$ cat src/rtl/disp_frame_capture.sv
// disp_frame_capture
//   Receiving end of the display row stream. Row words arrive one per clk_1
//   tick as (in_addr, in_data). The block assembles a complete ROWS x COLS
//   frame in a shadow buffer, then commits it atomically to the committed
//   buffer that the display side reads. A frame is only committed when rows
//   0..ROWS-1 arrive strictly in order, so rd_data never shows a torn frame.
//
// Handshake: in_valid qualifies in_addr/in_data on the sampling edge; there
//   is no back-pressure (no ready), so every valid word is consumed on the
//   edge where in_valid is high, and nothing happens while it is low.
//
// Ports
//   clk_1      in   stream clock, all state changes on posedge
//   rst        in   asynchronous active-high reset
//   in_valid   in   in_addr/in_data are sampled this edge
//   in_addr    in   [3:0] row address of the incoming word
//   in_data    in   [COLS-1:0] row data, bit i = column i
//   rd_addr    in   [3:0] committed-buffer read row
//   rd_data    out  [COLS-1:0] committed row at rd_addr (combinational)
//   frame_done out  one-cycle pulse after a commit edge
//   frame_cnt  out  [7:0] committed frame count, wraps 255 -> 0
//   full_rows  out  [3:0] all-ones rows in the last committed frame
//   seq_err    out  one-cycle pulse after an out-of-sequence word
module disp_frame_capture #(
    parameter int ROWS = 10,
    parameter int COLS = 10
) (
    input  logic            clk_1,
    input  logic            rst,
    input  logic            in_valid,
    input  logic [3:0]      in_addr,
    input  logic [COLS-1:0] in_data,
    input  logic [3:0]      rd_addr,
    output logic [COLS-1:0] rd_data,
    output logic            frame_done,
    output logic [7:0]      frame_cnt,
    output logic [3:0]      full_rows,
    output logic            seq_err
);

    localparam logic [0:0] ST_SYNC = 1'b0;  // hunting for a row-0 word
    localparam logic [0:0] ST_CAPT = 1'b1;  // capturing rows in order

    localparam logic [3:0] LAST_ROW = 4'(ROWS - 1);
    localparam logic [4:0] ROWS_W   = 5'(ROWS);

    logic [0:0]      state;
    logic [3:0]      exp;
    // Arrays span the whole 4-bit address space; rows at or above ROWS are
    // never written and stay zero.
    logic [COLS-1:0] shadow    [16];
    logic [COLS-1:0] committed [16];
    logic [3:0]      full_cnt;

    // All-ones rows of the frame being committed: the earlier rows come from
    // the shadow, the final row is the word arriving on the commit edge.
    always_comb begin
        full_cnt = '0;
        for (int r = 0; r < ROWS - 1; r++) begin
            if (&shadow[r]) full_cnt = full_cnt + 4'd1;
        end
        if (&in_data) full_cnt = full_cnt + 4'd1;
    end

    always_comb begin
        rd_data = '0;
        if ({1'b0, rd_addr} < ROWS_W) rd_data = committed[rd_addr];
    end

    always_ff @(posedge clk_1 or posedge rst) begin
        if (rst) begin
            state      <= ST_SYNC;
            exp        <= '0;
            frame_done <= 1'b0;
            seq_err    <= 1'b0;
            frame_cnt  <= '0;
            full_rows  <= '0;
            for (int r = 0; r < 16; r++) begin
                shadow[r]    <= '0;
                committed[r] <= '0;
            end
        end else begin
            frame_done <= 1'b0;
            seq_err    <= 1'b0;
            if (in_valid) begin
                case (state)
                    ST_SYNC: begin
                        // Non-zero addresses are skipped silently so joining
                        // the stream mid-frame raises no error.
                        if (in_addr == 4'd0) begin
                            shadow[0] <= in_data;
                            exp       <= 4'd1;
                            state     <= ST_CAPT;
                        end
                    end
                    default: begin
                        if (in_addr == exp) begin
                            if (exp == LAST_ROW) begin
                                for (int r = 0; r < ROWS - 1; r++) begin
                                    committed[r] <= shadow[r];
                                end
                                committed[LAST_ROW] <= in_data;
                                frame_done <= 1'b1;
                                frame_cnt  <= frame_cnt + 8'd1;
                                full_rows  <= full_cnt;
                                exp        <= '0;
                                state      <= ST_SYNC;
                            end else begin
                                shadow[exp] <= in_data;
                                exp         <= exp + 4'd1;
                            end
                        end else begin
                            // exp is never 0 in capture, so a row-0 word here
                            // is always a break; it restarts the frame.
                            seq_err <= 1'b1;
                            if (in_addr == 4'd0) begin
                                shadow[0] <= in_data;
                                exp       <= 4'd1;
                            end else begin
                                exp   <= '0;
                                state <= ST_SYNC;
                            end
                        end
                    end
                endcase
            end
        end
    end

endmodule

$ cat config.mk
export PLATFORM = sky130hd
export DESIGN_NAME = disp_frame_capture
export DESIGN_NICKNAME = d
export VERILOG_FILES = /design/src/rtl/disp_frame_capture.sv
export SDC_FILE = /design/constraint.sdc
export NUM_CORES = 1
export LEC_CHECK = 0
export BUFFER_PORTS_ARGS = -buffer_cell sky130_fd_sc_hd__buf_2
export CAP_MARGIN = 0
export CORE_MARGIN = 1.5
export CORE_UTILIZATION = 65
export CTS_BUF_LIST = sky130_fd_sc_hd__clkbuf_16
export DETAILED_ROUTE_END_ITERATION = 8
export PLACE_DENSITY = 0.88
export RECOVER_POWER = 50
export SYNTH_ARGS = -nofsm -noshare
export SYNTH_HDL_FRONTEND = slang
export SYNTH_SLANG_ARGS = --single-unit
export TNS_END_PERCENT = 5
$ cat constraint.sdc
create_clock -name clk_1 -period 22.8 [get_ports clk_1]
set_clock_uncertainty 0.15 [all_clocks]
set_input_delay 4.56 -clock clk_1 [delete_from_list [all_inputs] [get_ports clk_1]]
set_output_delay 4.56 -clock clk_1 [all_outputs]
set_load 0.01 [all_outputs]
After elaboration in Yosys (flattened, before gate mapping)

Cells that the tools add are included.

Register bits after elaboration: 279
Bits in latches: 0
Bits in writable memories: 0
ROM bits: 0
Input port bits: 21
Logic and storage cells: 107
Memories: 0

Add/sub/neg operators: 11
$mul: 0
Div/mod/pow operators: 0
Magnitude comparators: 4
Equal/unequal tests: 3
Shift-type cells: 0
Multiplexer cells: 37
Bitwise gates (word level): 3
Reductions and logical operators: 17

Operator list:

| kind                  | number |
|---|---|
| $bwmux W160           | 1 |
| $mux W160             | 1 |
| $reduce_and A10 Y1    | 10 |
| $mux W10              | 7 |
| $mux W4               | 13 |
| $add A4 B1 Y4 const B | 10 |
| $bmux W10 S4          | 1 |
| $demux W10 S4         | 1 |
| $mux W1               | 13 |
| $ge A5 B5 Y1 const B  | 2 |
| $not A4 Y5            | 2 |
| $add A8 B1 Y8 const B | 1 |
| $reduce_and A4 Y1     | 2 |
| $lt A5 B1 Y1 const B  | 1 |
| $eq A4 B4 Y1          | 1 |
| $eq A4 B4 Y1 const B  | 1 |
| $logic_not A4 Y1      | 1 |
| $lt A4 B4 Y1 const B  | 1 |
| $reduce_and A2 Y1     | 2 |
| $ne A3 B3 Y1 const B  | 1 |
| $reduce_bool A2 Y1    | 1 |
| $logic_and A1 B1 Y1   | 1 |
| $not A1 Y1            | 1 |

Depth between registers and ports, before layout

Gate-level depths: netlist (run 1).

Word-level depth: 20
Mapped depth: 26

Worst setup path before layout (run 1)

OpenSTA, ideal clock, no wires.

Path kind: input to output
Start point: in rd_addr[0]
End point: out rd_data[0]
Arrival: 6.133 ns
Required time: 18.090 ns
Slack: 11.957 ns
Stages: 5
Cell sequence: buf_1 > clkbuf_1 > mux2_2 > a221oi_1 > a21oi_1

Cells in the longest elaborated chain, start to end: 5

Ends and longest elaborated chain:

| element                                      | line | source |
|---|---|---|
| start, declared                              | 33   | `input logic [3:0] rd_addr,` |
| $not A4 Y5 (implied by the code)             | 67   | `if ({1'b0, rd_addr} < ROWS_W) rd_data = committed[rd_addr];` |
| $bmux W10 S4                                 | 67   |  |
| $mux W10 (implied by the code) (2 in series) | 67   |  |
| $mux W10 *                                   | 67   |  |
| end, declared                                | 34   | `output logic [COLS-1:0] rd_data,` |

Every way passes the cells marked *; elsewhere a longest branch is shown, timed or not. The select of a mux whose other input is x is not followed.

Final worst setup path (run 1)

Start point: in rd_addr[0]
End point: out rd_data[6]

The elaborated chain is that of the path after synthesis.

==> results of run 1 <==
==> worst min-delay path by stage <==
stage,start,endpoint,slack [ps],depth (start not counted)
6_report,frame_cnt[7]$_DFFE_PP0P_,frame_cnt[7]$_DFFE_PP0P_,320,1
5_1_grt,committed[63]$_DFFE_PP0P_,committed[63]$_DFFE_PP0P_,350,2
4_1_cts,frame_cnt[7]$_DFFE_PP0P_,frame_cnt[7]$_DFFE_PP0P_,320,1
3_5_place_dp,committed[111]$_DFFE_PP0P_,committed[111]$_DFFE_PP0P_,300,2
3_3_place_gp,committed[127]$_DFFE_PP0P_,committed[127]$_DFFE_PP0P_,300,2
2_1_floorplan,committed[60]$_DFFE_PP0P_,committed[60]$_DFFE_PP0P_,280,2
==> kinds of logic after synthesis <==
logic type | count (synthesis) | share of synthesized area (%)
xor+xnor | 28 | 2.92
flops | 209 | 51.9
mux | 123 | 16.0
fa+ha+maj | 11 | 1.36
compound gates | 75 | 5.24
buf+inv | 68 | 2.63
simple gates | 459 | 20.0
==> placed cells by master, fill, tap and decap left out, types with 2 or more instances in the layout <==
cell,n
a2111oi_0,2
o21ai_0,16
clkbuf_1,18
nor3_4,2
mux2_2,101
clkinv_4,2
dfrtp_1,209
a21oi_1,16
ha_1,11
clkbuf_16,23
or4_1,2
a221oi_1,13
inv_1,18
buf_4,3
xnor3_1,3
nand2_1,357
buf_2,28
and3_1,2
and2_1,6
nor3_2,3
a21boi_0,2
a21o_1,5
nor3_1,5
nand4_1,22
nand3_1,14
nor4_1,9
xor2_1,9
nor2b_1,5
xnor2_1,15
a31oi_1,6
o31ai_1,2
or3_1,2
clkinv_2,5
nor2_1,11
a211oi_1,3
nand2b_1,6
mux4_2,20
and4_1,3
==> power by group through the flow <==
stage          clock [mW]  sequential (mW)  combinational, mW
6_report            0.339            0.383             0.0314
5_1_grt             0.352            0.384             0.0341
4_1_cts             0.339            0.383             0.0318
3_5_place_dp            0            0.390             0.0313
3_3_place_gp            0            0.389             0.0302
2_1_floorplan           0            0.387             0.0231
==> per-stage QoR <==
step	power (mW)	area (µm²)	setup slack (ps)
6_report	0.753	11000	11550
3_5_place_dp	0.421	10400	11630
3_3_place_gp	0.420	10400	11690
5_1_grt	0.770	11000	10120
2_1_floorplan	0.410	10100	11960
4_1_cts	0.754	11000	11570
==> routing by layer <==
metal / vias up / share of wire, % / track usage, %
li1: 3355 / - / -
met1: 3920 / 38 / 43.7
met2: 522 / 47 / 54.7
met3: 112 / 8.5 / 6.37
met4: 0 / 6.5 / 19.9
met5: - / 0 / 0
==> registers in the layout, indices dropped and copies added (netlist names) <==
signal,count
frame_cnt,8
state,1
full_rows,4
frame_done,1
seq_err,1
exp,4
shadow,90
committed,100
==> layout make-up <==
| cell class | instances | share of cell area (%) |
|---|---|---|
| clock buffers | 23 | 5.23 |
| well taps | 188 | 2.14 |
| clock inverters | 15 | 0.898 |
| multi-input cells | 696 | 41.7 |
| repair buffers | 49 | 2.09 |
| inverters | 13 | 0.455 |
| flip-flops and latches | 209 | 47.5 |
==> flow_metrics.tcl, run 1 <==
set metrics [dict create \
    drt-total-wl_um 27000 \
    grt_max_degree 142 \
    drtAntennaViolNets 0 \
    synthToLayoutAreaGrowth_pct 9.20 \
    path_cells "buf_2 > mux4_2 > a221oi_1 > a21oi_1 > buf_2" \
    tns_ps 0 \
    yosysSeqAreaShare_pct 51.9 \
    end_kind "output port" \
    vias_per_cell 6.63 \
    syn_avg_cell_area_um2 10.4 \
    synth_warnings 60 \
    utilization_pct 72.4 \
    track_usage_pct 34.0 \
    crit_start "rd_addr[0]" \
    cts_tree "done" \
    p_sw_share_pct 23.0 \
    fin_cells 1193 \
    cts_hold_buf 0 \
    nets 1023 \
    power_density_nw_per_um2 68.4 \
    slew_violations 212 \
    start_kind "input pin" \
    syn_area_um2 10100 \
    clockBufferDepth 3 \
    max-cap-violations 2 \
    cts_made_buffers 22 \
    grt_antenna_before_repair 0 \
    relSlewSlack_pct -296 \
    path_class "input pin to output port" \
    yosysTopAreaCell "dfrtp_1" \
    synth_async_sr_flop_share_pct 100 \
    fillers 1003 \
    cts_setup_buffers 0 \
    synthesis.instances 973 \
    crit_end "rd_data[6]" \
    combinationalPowerShare_pct 4.2 \
    rows 45 \
    initial_core_util_pct 66.3 \
    regArea_um2 5230 \
    min_period_ps 11250 \
    worst_slew_pin_slew_ps 5910 \
    grt_pass1_vias 7622 \
    hold_path_class "register to register" \
    timing.rr.start "shadow[159]$_DFFE_PP0P_" \
    rsz0062_at_grt "no" \
    cts_root_buffer "clkbuf_16" \
    antenna_cells 0 \
    leakage_nw 5.63 \
    critPathMaxStageDelay_ps 650 \
    fmax_mhz 88.9 \
    peakVddDrop_mv 0.0640 \
    post-route-period-util_pct 49.3 \
    holdWs_ps 318 \
    r2r_setup_slack_ps 16460 \
    die_w_um 128 \
    cp_num_cells 5 \
    dr.pass1.iters 8 \
    synth_nets 1005 \
    vias 7909 \
    violations "capacitance limit, slew limit" \
    power.switching_uw 173 \
    clkPwrFrac_pct 44.9 \
    arrival_ps 6540 \
    dp_cells 1155 \
    r2r_cells 22 \
    portBuffers 44 \
    dp.final_hpwl_um 16800 \
    rr_endpoint "full_rows[3]$_DFFE_PP0P_" \
    cp_slowest_cell "buf_2" \
    seq_power_share_pct 50.9 \
    synth-edff-count 0 \
    setup_viol 0 \
    critical_path_buf_inv_count 2 \
    cts-resized-gates 0 \
    drc 0 \
    drt_iter0_markers 922 \
    multiInputGateArea_um2 4590 \
    die_area_um2 16300 \
    hold_violations 0 \
    grt_pass1_wl_um 41900 \
    synth_seq_cells 209 \
    ys.flop_type "dfrtp_1" \
    cp_top_family "buffers and inverters" \
    drive_gt1_share_pct 20.0 \
    io_pins 45 \
    gp_congestion 0.908 \
    clock_sinks 209 \
    grt_overflow 0 \
    core_um2 15200 \
    die_y_um 128 \
    status "finished with violations" \
    crit_path_frequent_cell "buf_2" \
    h-tree-depth 1 \
    ys_types 58 \
    critPathMaxFanout 30 \
    insertion_delay_ps 500 \
    cp.required_ps 18090 \
    synth_common_cells "nand2_1, dfrtp_1, mux2_2, clkbuf_1, nand4_1" \
    yosysTopAreaCellShare_pct 51.9 \
    synthMostInstantiatedCell "nand2_1" \
    clkTransAtPathRegs_ps 60 \
    intPower_uw 580 \
    synth_area_leaders "dfrtp_1, nand2_1, mux2_2" \
    wl_per_cell_um 22.7 \
]
Note: power is estimated with default switching activity, not from simulation.
==> run 2, diff against run 1 <==
Settings changed: CORE_UTILIZATION 65 to 56, PLACE_DENSITY 0.88 to 0.8.
Clock period 22.8 ns to 9.03 ns, I/O delays scaled along.
==> run 2 against run 1 <==
Net effect:
- the flow still finishes with violations (capacitance limit, slew limit)
- sequential cell count unchanged
- cell count up 3.3%
- routed wire length down 13%
- via count down 6.8%
- register-to-register slack worse by 13000 ps
- die area up 16%
- clock power rose to 2.5 times the previous value
- non-clock buffer count up 1
- global-route usage down 7.7 points
- hold slack worse by 7.4 ps
- largest cell class unchanged
==> flow_metrics.tcl, run 2 (synthesized netlist as in run 1, its figures left out) <==
set metrics [dict create \
    cts_setup_buffers 0 \
    fmax_mhz 154 \
    holdPathStages 2 \
    cts_made_buffers 22 \
    h-tree-depth 1 \
    place_area_um2 10400 \
    leakage_nw 5.63 \
    clockBufferDepth 3 \
    intPower_mw 1.47 \
    largest_register "committed" \
    min_period_ps 6510 \
    io_pins 45 \
    holdWs_ps 311 \
    cp_top_family "buffers and inverters" \
    max-cap-violations 2 \
    violations "capacitance limit, slew limit" \
    design_area_um2 11100 \
    synthToLayoutAreaGrowth_pct 9.77 \
    combinationalPowerShare_pct 4.1 \
    r2r_setup_slack_ps 3100 \
    critical_path_buf_inv_count 2 \
    dr.pass1.iters 6 \
    largest_reg_flops 100 \
    tns_ps 0 \
    hold_violations 0 \
    drt_iter0_markers 587 \
    vias_per_cell 5.99 \
    relSlewSlack_pct -254 \
    timing.rr.start "shadow[154]$_DFFE_PP0P_" \
    met3_usage_pct 3.42 \
    peakVddDrop_mv 0.185 \
    clkTransAtPathRegs_ps 60 \
    gp_congestion 0.909 \
    track_usage_pct 26.4 \
    top_regs "committed (100), shadow (90), frame_cnt (8)" \
    cp_slowest_cell "inv_1" \
    worst_slew_pin_slew_ps 5300 \
    r2r_cells 22 \
    wl_per_cell_um 19.2 \
    drtAntennaViolNets 0 \
    grt_use_met1_pct 36.5 \
    final_common_cell "nand2_1" \
    end_kind "async pin" \
    cts_tree "done" \
    post-route-period-util_pct 72.1 \
    cp_num_cells 2 \
    grt_overflow 0 \
    seq_power_share_pct 50.7 \
    die_y_um 137 \
    arrival_ps 5690 \
    drc 0 \
    critPathMaxStageDelay_ps 3650 \
    critPathMaxFanout 143 \
    insertion_delay_ps 500 \
    clkPwrFrac_pct 45.2 \
    drt-total-wl_um 23700 \
    dp_cells 1193 \
    status "finished with violations" \
    cts-resized-gates 0 \
    rows 48 \
    p_sw_share_pct 23.1 \
    grt.busiest_layer "met2" \
    grt_antenna_before_repair 0 \
    hold_path_class "register to register" \
    fin_cells 1232 \
    rr_endpoint "full_rows[3]$_DFFE_PP0P_" \
    path_class "input pin to async pin" \
    grt_util_met2_pct 43.9 \
    grt_pass1_wl_um 37800 \
    power.switching_uw 440 \
    power_density_nw_per_um2 172 \
    rsz0062_at_grt "no" \
    final_cell_mix "nand2_1, dfrtp_1, mux2_2, buf_2, clkbuf_16" \
    die_w_um 137 \
    core_um2 17400 \
    portBuffers 44 \
    start_kind "input pin" \
    dp.final_hpwl_um 15400 \
    initial_core_util_pct 57.9 \
    vias 7375 \
    cp.required_ps 8210 \
    utilization_pct 63.5 \
    cts_root_buffer "clkbuf_16" \
    die_area_um2 18800 \
    cts_hold_buf 0 \
    clock_sinks 209 \
    worstHoldStart "committed[82]$_DFFE_PP0P_" \
    grt_max_degree 144 \
    path_cells "buf_2 > inv_1" \
    antenna_cells 0 \
    slew_violations 186 \
    drive_gt1_share_pct 20.1 \
    setup_viol 0 \
    grt_pass1_vias 7127 \
    holdPathEnd "committed[82]$_DFFE_PP0P_" \
    nets 1024 \
]
## run 2: changes by cell type in the layout (fill, tap and decap cells not counted), sizes merged
cell	change
clkinv	+3
inv	-1
buf	+1
clkinvlp	-1
## run 2: worst max path at each step
stage                            start  slack (ps)                          to
2_1_floorplan                      rst        1360  committed[100]$_DFFE_PP0P_
3_3_place_gp   shadow[153]$_DFFE_PP0P_        3230    full_rows[3]$_DFFE_PP0P_
3_5_place_dp   shadow[151]$_DFFE_PP0P_        3120    full_rows[3]$_DFFE_PP0P_
4_1_cts        shadow[151]$_DFFE_PP0P_        3130    full_rows[3]$_DFFE_PP0P_
5_1_grt                            rst        1350  committed[142]$_DFFE_PP0P_
6_report                           rst        2520  committed[130]$_DFFE_PP0P_
## run 2: per-layer routing
| layer | wire (µm) | part of all wire [%] |
|---|---|---|
| met1 | 10000 | 42 |
| met5 | 0 | 0 |
| met2 | 11600 | 49 |
| met4 | 635 | 2.7 |
| met3 | 1370 | 5.8 |
## run 2: per-stage QoR
step                      power (mW)  setup slack, ps
after floorplan                 1.03             1360
after global placement          1.06             3230
after detailed placement        1.06             3120
after CTS                       1.92             3130
after global routing            1.96             1350
final                           1.91             2520
## run 2: final cells by class
type | instances | area [µm²]
Clock buffer | 23 | 576
Clock inverter | 16 | 104
Fill cell | 1401 | 6350
Inverter | 13 | 48.8
Multi-Input combinational cell | 696 | 4590
Sequential cell | 209 | 5230
Tap cell | 225 | 282
Timing Repair Buffer | 50 | 238
## run 2: power groups by stage
stage | registers, mW | logic, mW | clock network, mW
3_5_place_dp | 0.983 | 0.0801 | 0
3_3_place_gp | 0.982 | 0.0781 | 0
2_1_floorplan | 0.976 | 0.0584 | 0
4_1_cts | 0.966 | 0.0803 | 0.870
6_report | 0.967 | 0.0786 | 0.861
5_1_grt | 0.969 | 0.0880 | 0.905
==> run 3, diff against run 2 <==
Settings changed: ABC_AREA from default to 1.
Clock period 9.03 ns to 5.77 ns, I/O delays scaled along.
==> run 3 against run 2 <==
Net effect:
- area after synthesis barely moved
- design area rose by 0.87%
- synthesized cell count rose by 30%
- the run still ends with capacitance limit, slew limit left
- combinational power rose by 120%
- non-clock buffer count rose by 3
- first-iteration DRC count rose by 46%
- die area barely moved
- sequential power rose by 56%
==> flow_metrics.tcl, run 3 <==
set metrics [dict create \
    cp_slowest_cell "dfrtp_1" \
    synth_async_sr_flop_share_pct 100 \
    critPathMaxStageDelay_ps 360 \
    synthToLayoutAreaGrowth_pct 10.7 \
    vias_per_cell 5.75 \
    start_kind "register" \
    final_common_cell "nand2_1" \
    route.met2.wl_um 12300 \
    top_regs "committed (100), shadow (90), frame_cnt (8)" \
    synthXorXnorAreaFrac_pct 1.04 \
    drtAntennaViolNets 0 \
    synth_top_family_by_area "simple AND/OR/NAND/NOR gates" \
    leakage_nw 5.61 \
    cp.required_ps 6000 \
    grt_overflow 0 \
    dp.final_hpwl_um 17100 \
    yosysTopAreaCellShare_pct 51.9 \
    ys.flop_type "dfrtp_1" \
    syn_avg_cell_area_um2 7.99 \
    portBuffers 44 \
    end_kind "register" \
    pre_cts_slack_ps 117 \
    setup_ws_ps 306 \
    synth_common_cells "nand2_1, dfrtp_1, o21ai_0, inv_1, nor2_1" \
    yosysTopAreaCell "dfrtp_1" \
    worst_slew_pin_slew_ps 2380 \
    multiInputGateArea_um2 4280 \
    cts_root_buffer "clkbuf_16" \
    die_area_um2 18800 \
    largest_reg_flops 100 \
    grt_pass1_wl_um 42700 \
    vias 8736 \
    synth_seq_cells 209 \
    cts_tree "done" \
    crit_end "full_rows[1]$_DFFE_PP0P_" \
    r2r_setup_slack_ps 310 \
    synth-compound-area-share_pct 12.5 \
    relSlewSlack_pct -58.6 \
    grt_antenna_before_repair 0 \
    initial_core_util_pct 57.9 \
    met1_length_um 11000 \
    die_y_um 137 \
    arrival_ps 5690 \
    synthesis.instances 1261 \
    drive_gt1_share_pct 8.89 \
    post-route-period-util_pct 94.7 \
    violations "capacitance limit, slew limit" \
    synth_warnings 60 \
    synth-edff-count 0 \
    track_usage_pct 29.4 \
    fmax_mhz 183 \
    nets 1311 \
    ys_types 39 \
    drt_iter0_markers 857 \
    holdPathStages 1 \
    dr.pass1.iters 6 \
    largest_register "committed" \
    rr_endpoint "full_rows[1]$_DFFE_PP0P_" \
    drc 0 \
    critPathMaxFanout 4 \
    wl_per_cell_um 17.3 \
    crit_start "shadow[145]$_DFFE_PP0P_" \
    die_w_um 137 \
    max-cap-violations 1 \
    clkTransAtPathRegs_ps 60 \
    core_um2 17400 \
    clock_sinks 209 \
    regArea_um2 5230 \
    tns_ps 0 \
    hold_path_class "register to register" \
    slew_violations 178 \
    clockBufferDepth 3 \
    synthMostInstantiatedCell "nand2_1" \
    crit_path_frequent_cell "nand2_1" \
    peakVddDrop_mv 0.261 \
    fillers 1430 \
    gp_congestion 0.904 \
    hold_violations 0 \
    synthMuxAreaShare_pct 0.496 \
    final_cell_mix "nand2_1, dfrtp_1, o21ai_0, inv_1, nor2_1" \
    top_layer "met4" \
    io_pins 45 \
    insertion_delay_ps 520 \
    timing.rr.start "shadow[145]$_DFFE_PP0P_" \
    yosys.area_share.simple_pct 26.5 \
    grt_pass1_vias 8441 \
    drt-total-wl_um 26300 \
    cts_hold_buf 0 \
    power_density_nw_per_um2 273 \
    setup_viol 0 \
    h-tree-depth 1 \
    cts_made_buffers 22 \
    min_period_ps 5460 \
    grt_max_degree 178 \
    synthAdderAreaFrac_pct 1.37 \
    yosysSeqAreaShare_pct 51.9 \
    synth_area_leaders "dfrtp_1, nand2_1, o21ai_0" \
    antenna_cells 0 \
    status "finished with violations" \
    synth_nets 1293 \
    rows 48 \
    met3_length_um 2090 \
    syn_area_um2 10100 \
    path_class "register to register" \
    r2r_cells 35 \
]
-- run 3: cell types whose count changed after synthesis, sizes merged, moves of 13 or more --
cell and delta:
a221oi -13, inv +96, mux2 -102, mux4 -20, nand2 +88, nand3 +37, nor2 +69, o21ai +181
o22ai +14
-- run 3: metrics by stage --
step | utilization [%] | cells | total power [mW] | hold slack (ps) | instance area, µm²
after floorplan | - | 1261 | 1.64 | 294 | 10100
after global placement | 60.0 | 1477 | 1.70 | 307 | 10400
after detailed placement | 60.0 | 1477 | 1.71 | 303 | 10400
after CTS | 63.9 | 1515 | 3.06 | 318 | 11100
after global routing | 64.1 | 1518 | 3.14 | 335 | 11200
final | 64.1 | 1518 | 3.05 | 315 | 11200
-- run 3: how the worst min path moves through the flow --
| stage | start | end | slack [ps] |
|---|---|---|---|
| floorplan | committed[131]$_DFFE_PP0P_ | committed[131]$_DFFE_PP0P_ | 290 |
| global placement | committed[148]$_DFFE_PP0P_ | committed[148]$_DFFE_PP0P_ | 310 |
| detailed placement | frame_cnt[7]$_DFFE_PP0P_ | frame_cnt[7]$_DFFE_PP0P_ | 300 |
| CTS | frame_cnt[7]$_DFFE_PP0P_ | frame_cnt[7]$_DFFE_PP0P_ | 320 |
| global route | committed[90]$_DFFE_PP0P_ | committed[90]$_DFFE_PP0P_ | 340 |
| finish | frame_cnt[7]$_DFFE_PP0P_ | frame_cnt[7]$_DFFE_PP0P_ | 310 |
-- run 3: what timing repair did --
action                                  in CTS  in global routing
endpoints found under the setup margin       0                  3
gates resized for setup                      0                 10
setup buffers                                0                  3
-- run 3: critical path: cells and delay by family (launching register included) --
kind | cells | cell delay [ps]
AO/OA/AOI/OAI | 2 | 240
adder cells (fa/ha/maj) | 5 | 1280
buffers and inverters | 7 | 570
AND/OR/NAND/NOR | 21 | 2740
flip-flops | 1 | 360
-- run 3: cell families (layout without fill, tap and decap cells) --
kind of cell               Yosys count  in the layout
xor gates and xnor gates            12             12
and+or+nand+nor                    620            620
adders and majority gates           11             11
DFF                                209            209
muxes                                5              5
buffers and inverters              168            200
AOI/OAI and AO/OA                  236            236
-- run 3: final cells by class --
| type | instances | area share [%] |
|---|---|---|
| clock inverter | 16 | 1.28 |
| timing repair buffer | 53 | 2.41 |
| inverter | 109 | 3.68 |
| clock buffer | 22 | 4.93 |
| sequential | 209 | 46.8 |
| multi-input combinational | 884 | 38.3 |
| tap | 225 | 2.52 |
-- run 3: per-layer routing --
layer / vias up / GRT usage (%)
li1: 4097 / -
met3: 59 / 5.26
met1: 4219 / 39.9
met4: 0 / 11.3
met5: - / 0
met2: 361 / 47.5
-- run 3: report_power, final --
group	leakage, nW	switching (mW)	internal [mW]
registers	2.85	0.0180	1.49
logic	2.39	0.134	0.0419
clock network	0.361	0.578	0.784
total	5.61	0.730	2.32
